===== src/rtl/cpu_pkg.sv =====
// Shared CPU definitions: ALU opcode encodings, multiplier FSM states and datapath width.
package cpu_pkg;

    localparam int WIDTH = 32;

    localparam logic [2:0] ALUOP_ADD = 3'b000;
    localparam logic [2:0] ALUOP_SUB = 3'b001;
    localparam logic [2:0] ALUOP_AND = 3'b010;
    localparam logic [2:0] ALUOP_OR  = 3'b011;
    localparam logic [2:0] ALUOP_MUL = 3'b110;

    typedef enum logic [1:0] {
        IDLE = 2'b00,
        BUSY = 2'b01,
        DONE = 2'b10
    } mul_state_t;

endpackage


===== src/rtl/ex_mul_unit_if.sv =====
// EX-stage multiplier bundle: opcode/operands/flush from the pipeline, stall/done/product back.
interface ex_mul_unit_if #(
    parameter int WIDTH = cpu_pkg::WIDTH
) ();

    logic [2:0]       aluop;
    logic [WIDTH-1:0] op_a;
    logic [WIDTH-1:0] op_b;
    logic             flush;
    logic             stall;
    logic             done;
    logic [WIDTH-1:0] result_hi;
    logic [WIDTH-1:0] result_lo;

    modport master (
        output aluop, op_a, op_b, flush,
        input  stall, done, result_hi, result_lo
    );

    modport slave (
        input  aluop, op_a, op_b, flush,
        output stall, done, result_hi, result_lo
    );

endinterface


===== src/rtl/mul_shift_add_dp.sv =====
// Shift-add multiplier datapath: multiplicand register, {acc_hi,acc_lo} accumulator and adder.
module mul_shift_add_dp #(
    parameter int WIDTH = cpu_pkg::WIDTH
) (
    input  logic             clk,
    input  logic             rst,
    input  logic             load,
    input  logic             step,
    input  logic             clear,
    input  logic [WIDTH-1:0] op_a,
    input  logic [WIDTH-1:0] op_b,
    output logic [WIDTH-1:0] acc_hi,
    output logic [WIDTH-1:0] acc_lo
);

    logic [WIDTH-1:0] mcand_r;
    logic [WIDTH-1:0] acc_hi_r;
    logic [WIDTH-1:0] acc_lo_r;
    logic [WIDTH:0]   sum_s;

    // Partial-product add, carry kept as the extra top bit
    always_comb begin
        if (acc_lo_r[0]) begin
            sum_s = {1'b0, acc_hi_r} + {1'b0, mcand_r};
        end else begin
            sum_s = {1'b0, acc_hi_r};
        end
    end

    // Accumulator: clear wins over load, load over step
    always_ff @(posedge clk or negedge rst) begin
        if (!rst) begin
            mcand_r  <= {WIDTH{1'b0}};
            acc_hi_r <= {WIDTH{1'b0}};
            acc_lo_r <= {WIDTH{1'b0}};
        end else if (clear) begin
            mcand_r  <= {WIDTH{1'b0}};
            acc_hi_r <= {WIDTH{1'b0}};
            acc_lo_r <= {WIDTH{1'b0}};
        end else if (load) begin
            mcand_r  <= op_a;
            acc_hi_r <= {WIDTH{1'b0}};
            acc_lo_r <= op_b;
        end else if (step) begin
            acc_hi_r <= sum_s[WIDTH:1];
            acc_lo_r <= {sum_s[0], acc_lo_r[WIDTH-1:1]};
        end else begin
            acc_hi_r <= acc_hi_r;
            acc_lo_r <= acc_lo_r;
        end
    end

    assign acc_hi = acc_hi_r;
    assign acc_lo = acc_lo_r;

endmodule


===== src/rtl/ex_mul_unit.sv =====
// EX-stage iterative unsigned multiplier: stalls the front-end for WIDTH+1 cycles,
// then presents the 2*WIDTH-bit product with a one-cycle done pulse.
module ex_mul_unit
    import cpu_pkg::*;
(
    input  logic          clk,
    input  logic          rst,
    ex_mul_unit_if.slave  mul
);

    localparam int CW = $clog2(WIDTH);

    mul_state_t    state_r;
    mul_state_t    state_nxt_s;
    logic [CW-1:0] cnt_r;
    logic          done_r;
    logic          is_mul_s;
    logic          launch_s;
    logic          step_s;
    logic          stall_s;

    assign is_mul_s = (mul.aluop == ALUOP_MUL);
    assign launch_s = (state_r == IDLE) && is_mul_s && !mul.flush;
    assign step_s   = (state_r == BUSY) && !mul.flush;

    // Next-state and stall decode; flush beats both launch and completion
    always_comb begin
        state_nxt_s = state_r;
        stall_s     = 1'b0;
        case (state_r)
            IDLE: begin
                stall_s = launch_s;
                if (launch_s) begin
                    state_nxt_s = BUSY;
                end else begin
                    state_nxt_s = IDLE;
                end
            end
            BUSY: begin
                stall_s = 1'b1;
                if (mul.flush) begin
                    state_nxt_s = IDLE;
                end else if (cnt_r == {CW{1'b0}}) begin
                    state_nxt_s = DONE;
                end else begin
                    state_nxt_s = BUSY;
                end
            end
            DONE: begin
                stall_s     = 1'b0;
                state_nxt_s = IDLE;
            end
            default: begin
                stall_s     = 1'b0;
                state_nxt_s = IDLE;
            end
        endcase
    end

    // State, iteration counter and done pulse
    always_ff @(posedge clk or negedge rst) begin
        if (!rst) begin
            state_r <= IDLE;
            cnt_r   <= {CW{1'b0}};
            done_r  <= 1'b0;
        end else if (mul.flush) begin
            state_r <= IDLE;
            cnt_r   <= {CW{1'b0}};
            done_r  <= 1'b0;
        end else begin
            state_r <= state_nxt_s;
            done_r  <= step_s && (cnt_r == {CW{1'b0}});
            if (launch_s) begin
                cnt_r <= CW'(WIDTH - 1);
            end else if (step_s && (cnt_r != {CW{1'b0}})) begin
                cnt_r <= cnt_r - {{(CW-1){1'b0}}, 1'b1};
            end else begin
                cnt_r <= cnt_r;
            end
        end
    end

    mul_shift_add_dp #(.WIDTH(WIDTH)) u_dp (
        .clk    (clk),
        .rst    (rst),
        .load   (launch_s),
        .step   (step_s),
        .clear  (mul.flush),
        .op_a   (mul.op_a),
        .op_b   (mul.op_b),
        .acc_hi (mul.result_hi),
        .acc_lo (mul.result_lo)
    );

    // Stall must read 0 while reset is held even if the opcode is MUL
    assign mul.stall = rst && stall_s;
    assign mul.done  = done_r;

endmodule


===== src/flat_wrapper.sv =====
// flat-port wrapper written by rule: the top's interface ports become plain ports
module ex_mul_unit_flat import cpu_pkg::*;
  (clk, rst, mul_aluop, mul_op_a, mul_op_b, mul_flush, mul_stall, mul_done, mul_result_hi, mul_result_lo);
  ex_mul_unit_if #(.WIDTH(WIDTH)) mul_i ();
  input  logic clk;
  input  logic rst;
  input wire logic [$bits(mul_i.aluop)-1:0] mul_aluop;
  input wire logic [$bits(mul_i.op_a)-1:0] mul_op_a;
  input wire logic [$bits(mul_i.op_b)-1:0] mul_op_b;
  input wire logic [$bits(mul_i.flush)-1:0] mul_flush;
  output wire logic [$bits(mul_i.stall)-1:0] mul_stall;
  output wire logic [$bits(mul_i.done)-1:0] mul_done;
  output wire logic [$bits(mul_i.result_hi)-1:0] mul_result_hi;
  output wire logic [$bits(mul_i.result_lo)-1:0] mul_result_lo;
  assign mul_i.aluop = mul_aluop;
  assign mul_i.op_a = mul_op_a;
  assign mul_i.op_b = mul_op_b;
  assign mul_i.flush = mul_flush;
  assign mul_stall = mul_i.stall;
  assign mul_done = mul_i.done;
  assign mul_result_hi = mul_i.result_hi;
  assign mul_result_lo = mul_i.result_lo;
  ex_mul_unit u_core (.clk(clk), .rst(rst), .mul(mul_i));
endmodule

===== config.mk =====
export PLATFORM = sky130hd
export DESIGN_NAME = ex_mul_unit_flat
export DESIGN_NICKNAME = d
export VERILOG_FILES = /design/src/rtl/cpu_pkg.sv /design/src/rtl/ex_mul_unit_if.sv /design/src/rtl/mul_shift_add_dp.sv /design/src/rtl/ex_mul_unit.sv /design/src/flat_wrapper.sv
export SDC_FILE = /design/constraint.sdc
export NUM_CORES = 1
export LEC_CHECK = 0
export ABC_CLOCK_PERIOD_IN_PS = 3600
export BUFFER_PORTS_ARGS = -buffer_cell sky130_fd_sc_hd__buf_2
export CAP_MARGIN = 10
export CORE_UTILIZATION = 45
export DETAILED_ROUTE_END_ITERATION = 12
export PLACE_DENSITY = 0.75
export SLEW_MARGIN = 20
export SYNTH_ARGS = -nofsm -noshare
export SYNTH_HDL_FRONTEND = slang
export SYNTH_HIERARCHICAL = 1
export SYNTH_SLANG_ARGS = --single-unit

===== constraint.sdc =====
create_clock -name clk -period 3.6 [get_ports clk]
set_clock_uncertainty 0.1 [all_clocks]
set_input_delay 0.36 -clock clk [delete_from_list [all_inputs] [get_ports clk]]
set_output_delay 0.36 -clock clk [all_outputs]
set_load 0.005 [all_outputs]

Yosys cells after proc, flatten, opt, wreduce, memory -nomap -nowiden

Index checks and enable logic that the tools add are counted.

Add/sub/neg operators: 2
Eq/ne operators: 2
Mux-type cells: 18
Reductions and logical operators: 13

Operator list:

| operator                                         | count |
|---|---|
| 2-to-1 mux 32 bit                                | 8 |
| adder 32 x 32 -> 33 bit                          | 1 |
| 2-to-1 mux 33 bit                                | 1 |
| 2-to-1 mux 5 bit                                 | 3 |
| logical AND 1 bit                                | 6 |
| nonzero test 3 bit                               | 2 |
| logical NOT 5 bit                                | 1 |
| nonzero test 5 bit                               | 1 |
| subtractor 5 x 1 -> 5 bit, second input constant | 1 |
| 2-to-1 mux 2 bit                                 | 2 |
| case mux 2 bit (2 select lines)                  | 1 |
| == test 3 bit, second input constant             | 1 |
| == test 2 x 1 -> 1 bit, second input constant    | 1 |
| logical NOT 2 bit                                | 1 |
| 2-to-1 mux 1 bit                                 | 2 |
| case mux 1 bit (2 select lines)                  | 1 |
| nonzero test 2 bit                               | 1 |
| logical NOT 1 bit                                | 1 |

Bits in registers: 104
Input bits: 70
Output and inout bits: 66

Depth between registers and ports, before layout

Word-level depth: 6
Mapped depth: 11

Modules after synthesis

Netlist, hierarchy kept.

By module, submodules not included:

| module           | times used | cells each | area an instance (um^2) | sequential area each (um^2) |
|---|---|---|---|---|
| mul_shift_add_dp | 1          | 628        | 5804.3                  | 2402.3 |
| ex_mul_unit      | 1          | 40         | 409.1                   | 200.2 |

Least setup slack after synthesis

Ideal clock, no wire load.

Path kind: reg-to-reg
From: register u_core.u_dp.acc_hi_r[0], in the netlist u_core/u_dp/acc_hi[0]
To: register u_core.u_dp.acc_hi_r[31], in the netlist u_core/u_dp/acc_hi[31]
Setup time: 0.121 ns
Arrival time: 2.622 ns
Setup slack: 0.757 ns
Cell stages (with the launch flop): 11
Buffers on the path: 0
Cell sequence: dfrtp_1 -> ha_1 -> fa_1 -> a211oi_2 -> o211ai_2 -> a211oi_2 -> nor4_2 -> a311oi_2 -> o311a_1 -> o21ai_1 -> a22o_1

Word-level cells in the longest chain between the ends: 5

RTL lines:

| what                    | line                   | source |
|---|---|---|
| start, declared         | mul_shift_add_dp.sv:17 | `logic [WIDTH-1:0] acc_hi_r;` |
| start signal, assigned  | mul_shift_add_dp.sv:34 | `acc_hi_r <= {WIDTH{1'b0}};` |
| start signal, assigned  | mul_shift_add_dp.sv:38 | `acc_hi_r <= {WIDTH{1'b0}};` |
| start signal, assigned  | mul_shift_add_dp.sv:42 | `acc_hi_r <= {WIDTH{1'b0}};` |
| adder 32 x 32 -> 33 bit | mul_shift_add_dp.sv:24 | `sum_s = {1'b0, acc_hi_r} + {1'b0, mcand_r};` |
| 2-to-1 mux 33 bit       | mul_shift_add_dp.sv:23 | `if (acc_lo_r[0]) begin` |
| 2-to-1 mux 32 bit       | mul_shift_add_dp.sv:44 | `end else if (step) begin` |
| 2-to-1 mux 32 bit       | mul_shift_add_dp.sv:40 | `end else if (load) begin` |
| 2-to-1 mux 32 bit       | mul_shift_add_dp.sv:36 | `end else if (clear) begin` |

No other way between the ends. The select of a mux whose other input is x is not followed.
A chain may end at the register's enable or synchronous reset.

Worst setup path after layout

Same ends and word-level chain as after synthesis.

==> reports/results.tsv <==
stage	metric	value	unit
run_status	status	finished clean	
logic_synthesis	syn_area	6210	um2
routing	first_iter_violations	296	
flow_run	max-cap-violations	0	
logic_synthesis	synthTopCellsByArea	dfrtp_1 (42%), mux2i_1 (12%), nor2_1 (6.7%)	
placement	dpl.hpwl	11000	um
worst_setup_path	arrival	3.27	ns
cts	cts_buffers	9	
routing	drt_pass1_iterations	5	
worst_setup_path	crit_start	u_core/u_dp/acc_hi[0]	
routing	wl_per_cell	15.8	um
timing	final.min_clock_period	3.12	ns
finish	utilization	55.1	%
power_and_ir_drop	power_density	329	nW/um2
worst_setup_path	timing.rr.start	u_core/u_dp/acc_hi[0]	
cts	cts_setup_buffers	0	
floorplanning	io_pins	136	
finish	num_antenna_cells	0	
timing	worst_slew_pin_slew	0.949	ns
timing	relSlewSlack	36.7	%
logic_synthesis	post_synth_num_cell_types	58	
placement	port_buffers	135	
worst_setup_path	path_max_fanout	4	
grt	grt_overflow_total	0	
logic_synthesis	synth_cells	668	
worst_setup_path	worstSetupEndpointType	flop	
worst_setup_path	r2r_cells	10	
cts	clock_latency	0.36	ns
routing	wirelength	15300	um
placement	dpl.cell_count	949	
logic_synthesis	synthArstFlopShare	100	%
timing	whs	0.136	ns
logic_synthesis	synth-edff-count	0	
logic_synthesis	synth-main-ff-cell	dfrtp_1	
grt	grt_first_pass_wirelength	25100	um
finish	syn_to_final_growth	18.3	%
worst_setup_path	rr_endpoint	u_core/u_dp/acc_hi[31]	
power_and_ir_drop	peakVddDrop	0.000283	V
worst_setup_path	critPathKind	reg2reg	
finish	nets	889	
power_and_ir_drop	power_frac_seq	49.9	%
power_and_ir_drop	p_int	1.82	mW
routing	ant_nets	0	
timing	maxSlewViolCount	0	
worst_setup_path	cpPeakStageDelay	0.45	ns
worst_setup_path	crit_chain	ha_1 > fa_1 > a211oi_2 > o211ai_2 > a211oi_2 > nor4_2 > a311oi_2 > o311a_1 > o21ai_1 > a22o_1	
cts	path_clk_slew	0.08	ns
logic_synthesis	yosysTopAreaCell	dfrtp_1	
logic_synthesis	syn_nets	772	
grt	antenna_found_initial	0	
floorplanning	die_width	120	um
grt	track_usage	22.1	%
floorplanning	start_util	46.6	%
cts	cts_buffer_depth	2	
routing	vias	5292	
worst_setup_path	cp_common_cell	a211oi_2	
placement	gp_congestion	0.923	
power_and_ir_drop	pwr-share-clk	41.6	%
floorplanning	coreArea	13300	um2
timing	period_share	86.6	%
cts	htree_levels	3	
logic_synthesis	ys_seq_elements	104	
grt	grt_pass1_vias	5039	
timing	tns	0	ns
timing	finalSetupViolations	0	
floorplanning	dieHeight	120	um
grt	grt_max_degree	86	
finish	seq_area	2600	um2
routing	via_per_inst	5.48	
logic_synthesis	synth_top_area_share	41.9	%
power_and_ir_drop	p_sw	0.599	mW
worst_setup_path	timing.critical_path.to	u_core/u_dp/acc_hi[31]	
finish	multi_input_comb_area	3460	um2
worst_setup_path	ff2ff_setup_slack	0.48	ns
timing	hold_viol	0	
worst_setup_path	required	3.76	ns
cts	clockRootBuffer	clkbuf_16	
timing	fmax	0.321	GHz
finish	n_fill_cell	1262	
routing	drcViolationCount	0	
logic_synthesis	avgSynthCellArea	9.30	um2
logic_synthesis	yosysSeqAreaShare	41.9	%
logic_synthesis	ys_warn_count	6	
worst_hold_path	min_path_type	in2reg	
power_and_ir_drop	pwr-share-comb	8.5	%
worst_setup_path	crit_path_start_kind	flop	
finish	stdcell_count	965	
cts	ctsResizeCount	0	
cts	clkSinkCount	104	
finish	drive_gt1_share	21.9	%
floorplanning	dieArea	14300	um2
timing	rsz0062_at_grt	false	
power_and_ir_drop	p_leak	3.59	nW
cts	cts_tree	yes	
power_and_ir_drop	p_sw_share	24.8	%
worst_setup_path	cp_slowest_cell	fa_1	
floorplanning	rows	42	
==> flip-flops by register name (all words and copies together), names as in the netlist <==
register	flops
u_core/cnt_r	5
u_core/mul.done	1
u_core/state_r	2
u_core/u_dp/acc_hi	32
u_core/u_dp/acc_lo	32
u_core/u_dp/mcand_r	32
==> stage by stage <==
stage	total power, mW	area [um2]	setup WS [ns]
after floorplan	1.33	6210	0.757
after global placement	1.43	7040	0.560
after detailed placement	1.44	7040	0.538
after CTS	2.44	7350	0.510
after global routing	2.51	7350	0.327
final	2.42	7350	0.481
==> per-layer routing <==
metal | global-route usage, % | routed length, um | up-vias
li1 | - | - | 2631
met1 | 30.3 | 7060 | 2516
met2 | 35.7 | 7310 | 133
met3 | 4.66 | 701 | 12
met4 | 5.23 | 181 | 0
met5 | 0 | 0 | -
==> cell usage in the layout (no fill, tap or decap), drive strengths merged, types with 3 or more instances in the layout <==
master	count
and2	4
o21ai	49
and3	5
clkbuf	9
o211ai	6
a211oi	6
a21o	14
nor2	111
nand2	41
nand4	5
a22oi	19
a31oi	6
xor2	14
or3	7
inv	10
ha	33
mux2i	72
buf	143
a21oi	67
nand2b	3
nand3	8
o21a	3
xnor2	15
dfrtp	104
==> layout make-up <==
cell class / count / area share, %
Multi-Input combinational cell: 520 / 47.1
Sequential cell: 104 / 35.4
Timing Repair Buffer: 144 / 10.2
Clock buffer: 9 / 3.06
Tap cell: 176 / 3.00
Clock inverter: 6 / 1.00
Inverter: 6 / 0.306
==> power groups by stage <==
stage	clock [mW]	combinational (mW)	sequential, mW
after floorplan	0	0.108	1.22
after global placement	0	0.204	1.23
after detailed placement	0	0.207	1.23
after CTS	1.03	0.209	1.21
after global routing	1.07	0.231	1.21
final	1.01	0.206	1.21
==> worst max-delay path: cells and delay by family, from the launching register on <==
family                   cells  cell delay, ns
flip-flops                   1            0.42
AO/OA/AOI/OAI                7            1.69
adder cells (fa/ha/maj)      2            0.70
AND/OR/NAND/NOR              1            0.12
==> how the worst min path moves through the flow <==
stage,depth (start not counted),startpoint,end,slack [ns]
detailed placement,1,rst,u_core/cnt_r[4],0.26
finish,3,mul_op_b[26],u_core/u_dp/acc_lo[26],0.14
floorplan,0,rst,u_core/cnt_r[0],-0.04
global route,3,mul_op_b[12],u_core/u_dp/acc_lo[12],0.14
global placement,1,rst,u_core/cnt_r[4],0.26
CTS,3,mul_op_b[26],u_core/u_dp/acc_lo[26],0.13
==> logic make-up after synthesis <==
logic type | Yosys count | share of synthesized area [%]
buffers and inverters | 44 | 2.72
muxes | 72 | 11.6
AOI/OAI and AO/OA | 189 | 18.9
DFF | 104 | 41.9
xor gates and xnor gates | 29 | 4.09
adders and majority gates | 34 | 6.97
and+or+nand+nor | 196 | 13.8
==> what timing repair did <==
item,4_1_cts,5_1_grt
hold endpoints to repair,37,0
hold buffers,1,0
endpoints found under the setup margin,0,0
==> Yosys cell counts (all sizes together) (2+ instances only) <==
cell	number
o211ai	6
o21ai	49
mux2i	72
nor2	111
o21a	3
clkbuf	26
nand2	41
inv	6
nor4	2
a21oi	67
nor3	2
nand2b	3
a31oi	6
ha	33
dfrtp	104
a21o	14
buf	12
nand4	5
a311oi	2
xor2	14
a32oi	2
nor3b	2
xnor2	15
or3	7
and3	5
nand3	8
and2	4
a22oi	19
a211oi	6
o31ai	2
(Power assumes the default switching activity.)
